## config.mk

```make
export PLATFORM = sky130hd
export DESIGN_NAME = fir_sample_packer_2ch
export DESIGN_NICKNAME = d
export VERILOG_FILES = /design/src/rtl/fir_sample_packer_2ch.sv
export SDC_FILE = /design/constraint.sdc
export NUM_CORES = 1
export LEC_CHECK = 0
export ABC_CLOCK_PERIOD_IN_PS = 9200
export CAP_MARGIN = 25
export CORE_MARGIN = 4
export CORE_UTILIZATION = 35
export DETAILED_ROUTE_END_ITERATION = 16
export PLACE_DENSITY_LB_ADDON = 0.1
export SETUP_SLACK_MARGIN = 0.15
export SLEW_MARGIN = 25
export SYNTH_ARGS = -nofsm -noshare
export SYNTH_HDL_FRONTEND = slang
export SYNTH_SLANG_ARGS = --single-unit
```

## constraint.sdc

```tcl
create_clock -name clk -period 9.2 [get_ports clk]
set_clock_uncertainty 0.1 [all_clocks]
set_input_delay 1.84 -clock clk [delete_from_list [all_inputs] [get_ports clk]]
set_output_delay 1.84 -clock clk [all_outputs]
set_load 0.02 [all_outputs]
```

## src/rtl/fir_sample_packer_2ch.sv

```systemverilog
// Buffers decimated {A,B} FIR output pairs in a small FIFO and serialises each
// pair as four big-endian bytes (sign-extended to 16 bits) on a valid/ready stream.
module fir_sample_packer_2ch #(
  parameter int DATA_WIDTH      = 14,
  parameter int FIFO_DEPTH      = 16,
  parameter int FIFO_DEPTH_LOG2 = 4
) (
  input  logic                       clk,
  input  logic                       rst_n,
  input  logic                       clk_2mhz_pos_en,
  input  logic                       din_valid,
  input  logic [DATA_WIDTH-1:0]      din_a,
  input  logic [DATA_WIDTH-1:0]      din_b,
  input  logic                       en,
  output logic [7:0]                 dout,
  output logic                       dout_valid,
  input  logic                       dout_ready,
  output logic [FIFO_DEPTH_LOG2:0]   fifo_level,
  output logic                       overflow
);

  localparam logic [2:0] IDLE = 3'd0;
  localparam logic [2:0] A_HI = 3'd1;
  localparam logic [2:0] A_LO = 3'd2;
  localparam logic [2:0] B_HI = 3'd3;
  localparam logic [2:0] B_LO = 3'd4;

  localparam logic [FIFO_DEPTH_LOG2:0] FULL_LEVEL = (FIFO_DEPTH_LOG2+1)'(FIFO_DEPTH);

  logic [2:0]                   state;
  logic                         cap_valid;
  logic [2*DATA_WIDTH-1:0]      cap_pair;
  logic [2*DATA_WIDTH-1:0]      mem [FIFO_DEPTH];
  logic [FIFO_DEPTH_LOG2:0]     wr_ptr;
  logic [FIFO_DEPTH_LOG2:0]     rd_ptr;
  logic [23:0]                  shift;
  logic [DATA_WIDTH-1:0]        head_a;
  logic [DATA_WIDTH-1:0]        head_b;
  logic [15:0]                  head_a16;
  logic [15:0]                  head_b16;
  logic                         fire;
  logic                         pop;
  logic                         full;
  logic                         write;

  assign fifo_level = wr_ptr - rd_ptr;
  assign full       = (fifo_level == FULL_LEVEL);
  assign fire       = dout_valid & dout_ready;
  assign pop        = (fifo_level != '0) && ((state == IDLE) || ((state == B_LO) && fire));
  assign write      = cap_valid && (!full || pop);

  assign head_a   = mem[rd_ptr[FIFO_DEPTH_LOG2-1:0]][2*DATA_WIDTH-1:DATA_WIDTH];
  assign head_b   = mem[rd_ptr[FIFO_DEPTH_LOG2-1:0]][DATA_WIDTH-1:0];
  assign head_a16 = 16'($signed(head_a));
  assign head_b16 = 16'($signed(head_b));

  // Capture stage: the strobed pair is registered here and enters the FIFO one edge later
  always_ff @(posedge clk) begin
    if (!rst_n) begin
      cap_valid <= 1'b0;
      cap_pair  <= '0;
    end else begin
      cap_valid <= clk_2mhz_pos_en & din_valid & en;
      if (clk_2mhz_pos_en & din_valid & en) begin
        cap_pair <= {din_a, din_b};
      end
    end
  end

  always_ff @(posedge clk) begin
    if (write) begin
      mem[wr_ptr[FIFO_DEPTH_LOG2-1:0]] <= cap_pair;
    end
  end

  always_ff @(posedge clk) begin
    if (!rst_n) begin
      wr_ptr   <= '0;
      rd_ptr   <= '0;
      overflow <= 1'b0;
    end else begin
      if (write) begin
        wr_ptr <= wr_ptr + 1'b1;
      end
      if (pop) begin
        rd_ptr <= rd_ptr + 1'b1;
      end
      if (cap_valid && full && !pop) begin
        overflow <= 1'b1;
      end
    end
  end

  // Serialiser: the shift register keeps the three bytes still to be sent after A_HI
  always_ff @(posedge clk) begin
    if (!rst_n) begin
      state      <= IDLE;
      dout       <= 8'h00;
      dout_valid <= 1'b0;
      shift      <= '0;
    end else begin
      case (state)
        IDLE: begin
          if (pop) begin
            shift      <= {head_a16[7:0], head_b16};
            dout       <= head_a16[15:8];
            dout_valid <= 1'b1;
            state      <= A_HI;
          end
        end
        A_HI: begin
          if (fire) begin
            dout  <= shift[23:16];
            state <= A_LO;
          end
        end
        A_LO: begin
          if (fire) begin
            dout  <= shift[15:8];
            state <= B_HI;
          end
        end
        B_HI: begin
          if (fire) begin
            dout  <= shift[7:0];
            state <= B_LO;
          end
        end
        B_LO: begin
          if (fire) begin
            if (pop) begin
              shift <= {head_a16[7:0], head_b16};
              dout  <= head_a16[15:8];
              state <= A_HI;
            end else begin
              dout_valid <= 1'b0;
              state      <= IDLE;
            end
          end
        end
        default: begin
          state      <= IDLE;
          dout_valid <= 1'b0;
        end
      endcase
    end
  end

endmodule

```

==> results by group <==
Clock network
  – Clk sinks: 526
  – Root Buffer: clkbuf_16
  – Post_cts resized: 0
  – Post-CTS Setup Bufs: 0
  – Post-CTS Hold Buffers: 0
  – Reg clk slew, reported paths: 60 ps
  – H-tree depth: 2
  – Total CTS buffers: 58
  – Bufs on Longest Clock Path: 3
  – CTS tree: built
  – Clk_lat worst skew: 610 ps

Yosys
  – Post-synthesis cell type count: 62
  – Seq/Total Area, Yosys: 0.7355
  – FFs w/ async S/R, synth: 0
  – Synth Instances: 1115
  – Mapped Avg Cell Area: 18.31 sq um
  – FF+latch count, synth: 526
  – Post-Syn Area: 20410 sq um
  – Yosys warns: 0
  – Main flop type after synthesis: edfxtp_1
  – Syn nets: 1159
  – Post-synth EDFFs: 448

STA
  – Setup TNS: 0 ps
  – RSZ-0062 raised after global routing: no
  – Slew HR: 0.3231
  – F_max: 0.1975 GHz
  – Final Hold Viols: 0
  – Final Critical Period: 5063 ps
  – Crit share post-route: 0.5504
  – Final Max Slew Viols: 0
  – Worst-Margin Slew: 1015 ps
  – Final Setup Violations: 0

Die
  – CORE AREA: 57700 sq um
  – Row cnt: 88
  – Die Span Y: 249.5 um
  – I/O pin count: 49
  – Initial Util: 0.3538
  – Chip width: 249.5 um
  – Die Area: 62260 sq um

Place
  – Number of buffers added on ports: 48
  – Final estimated routing congestion in global placement: 0.7512
  – Dpl hpwl: 30610 um
  – Placed Area: 21720 sq um
  – Placed cells: 1879

Critical path
  – Crit path DAT: 3120 ps
  – Worst-path maximum fanout: 5
  – CP required: 7260 ps
  – Crit end category: primary output
  – Cell family with most CP delay: buffers and inverters
  – Startpoint Class: flop
  – Slowest cell on the critical path: clkdlybuf4s50_1
  – Critical path buffers and inverters: 3
  – Crit path largest cell delay: 550 ps
  – Cells along the critical path: inv_1, ha_1, fa_1, nand2b_1, a21oi_2, xor2_2, inv_2, clkdlybuf4s50_1
  – WS Path Type: reg2out

GRT
  – GRT Total Usage: 0.1618
  – Initial antenna violation count: 0
  – Global-route wire length before repair: 74260 um
  – Grt ovf: 0
  – Largest net degree at the start of global routing: 59
  – Vias in the first global route: 10570

Pwr
  – Leak pwr: 7.244 nW
  – Clk pwr share: 0.363
  – Combinational group share of total power: 0.205
  – PD cells: 275.2 nW/um^2
  – Sequential share of power: 0.432
  – Sw Pwr: 1.828 mW
  – VDD IR max: 0.1480 mV
  – Total Power: 6.516 mW
  – Cell Int Power: 4.687 mW
  – Net Sw Frac: 0.2806

Job
  – Max-Cap Viols: 0

Min path
  – Hold Crit Class: reg2reg

Status
  – Status: finished, final reports clean

Detailed routing
  – DRT Pass-1 Iters: 5
  – Post-route DRC: 0
  – Vias per inst: 5.138
  – Total routed wirelength: 50770 um
  – Starting DRT DRC Count: 820
  – Via Count: 10220
  – Routed Antenna Nets: 0
  – WL/cell: 25.53 um

Layout
  – Layout Cells excl Fill: 1989
  – Post-route cell area: 23670 sq um
  – Layout Area Growth over Synthesis: 15.96%
  – ANT cells: 0
  – Final net count: 1219
  – Fraction of layout cells with a size suffix above 1: 0.2426
[metal layers]
metal  GRT usage  wire length, um  up-vias
li1            -                -     4568
met1      0.2417            24530     5403
met2      0.2472            23360      181
met3     0.03074             1830       67
met4     0.03825             1057        0
met5           0                0        -
[worst register-to-register path: cells and delay by family (launching register included)]
| kind | cells | cell delay [ps] |
|---|---|---|
| XOR/XNOR | 1 | 420 |
| flip-flops | 1 | 410 |
| AND/OR/NAND/NOR | 2 | 980 |
| buffers and inverters | 1 | 120 |
| multiplexers | 1 | 340 |
| AO/OA/AOI/OAI | 1 | 390 |
| adder cells (fa/ha/maj) | 2 | 670 |
[path summary, 6_finish.rpt]
kind                                start             to  slack [ps]  cells after the start
worst max-delay path            wr_ptr[0]  fifo_level[4]        4140                      8
worst min-delay path             shift[1]       shift[1]         350                      2
worst max register to register  wr_ptr[0]     mem[0][15]        5370                      8
worst min register to register   shift[1]       shift[1]         350                      2
[registers in the layout (all words and copies together) (netlist names), named ones only]
signal / count
mem: 448
cap_pair: 28
dout: 8
rd_ptr: 5
dout_valid: 1
cap_valid: 1
wr_ptr: 5
shift: 22
state: 3
overflow: 1
[cells in the final DEF (no fill, tap or decap), drive strengths merged, types with 16 or more instances in the layout]
master and n:
clkinv 23, dfxtp 78, clkbuf 74, mux4 110, and3 16, a21oi 68
nand2 137, a22oi 44, edfxtp 448, clkdlybuf4s50 48, nor2 22
[power by group through the flow]
stage / Clock (mW) / Sequential [mW] / Combinational [mW]
2_1_floorplan: 0 / 2.77 / 1.06
3_3_place_gp: 0 / 2.89 / 1.30
3_5_place_dp: 0 / 2.89 / 1.33
4_1_cts: 2.41 / 2.85 / 1.33
5_1_grt: 2.53 / 2.83 / 1.45
6_report: 2.37 / 2.81 / 1.34
[logic make-up (layout without fill, tap and decap cells)]
family          count (synthesis)  count (layout)  share of synthesized area
compound gates                153             153                    0.05283
xor+xnor                        8               8                   0.003800
fa+ha+maj                      10              10                   0.006497
buf+inv                        72             181                    0.01888
flops                         526             526                     0.7355
mux                           129             129                     0.1317
simple gates                  217             217                    0.05087
[through the flow]
| step | worst slack (ps) | utilization | hold slack, ps |
|---|---|---|---|
| after floorplan | 4220 | - | 332.9 |
| after global placement | 4552 | 0.3748 | 341.7 |
| after detailed placement | 4510 | 0.3764 | 349.4 |
| after CTS | 4087 | 0.4100 | 357.8 |
| after global routing | 3963 | 0.4103 | 378.9 |
| final | 4137 | 0.4103 | 354.1 |
[cell usage after synthesis (all sizes together), types with 2 or more instances]
master  count  area [sq um]
a21oi      68         419.2
a221oi      2         17.52
a22oi      44         330.3
a31oi       2         12.51
and2        2         12.52
and3       16         105.1
buf        31         231.5
clkbuf     30         112.6
dfxtp      78          1562
edfxtp    448         13450
ha          9         112.6
inv        10         37.53
mux2        6         67.56
mux2i      13         142.6
mux4      110          2477
nand2     137         584.3
nand2b      5         31.28
nand3       8         40.04
nor2       22         82.58
nor2b       9         56.30
nor3        8         40.04
nor3b       3         22.52
nor4        2         27.53
o21ai      13         83.83
o221a       4         45.04
o22ai       8         50.05
o311ai      2         25.03
o31ai       2         20.02
or3         3         18.77
xnor2       3         26.28
xor2        5         51.30
[area by class of cell]
cell class / instances / area, sq um
Fill cell: 5203 / 34020
Sequential cell: 526 / 15020
Multi-Input combinational cell: 517 / 5065
Clock buffer: 74 / 1563
Tap cell: 765 / 957.2
Timing Repair Buffer: 61 / 650.6
Clock inverter: 35 / 372.9
Inverter: 11 / 42.54
(Power assumes the default switching activity.)
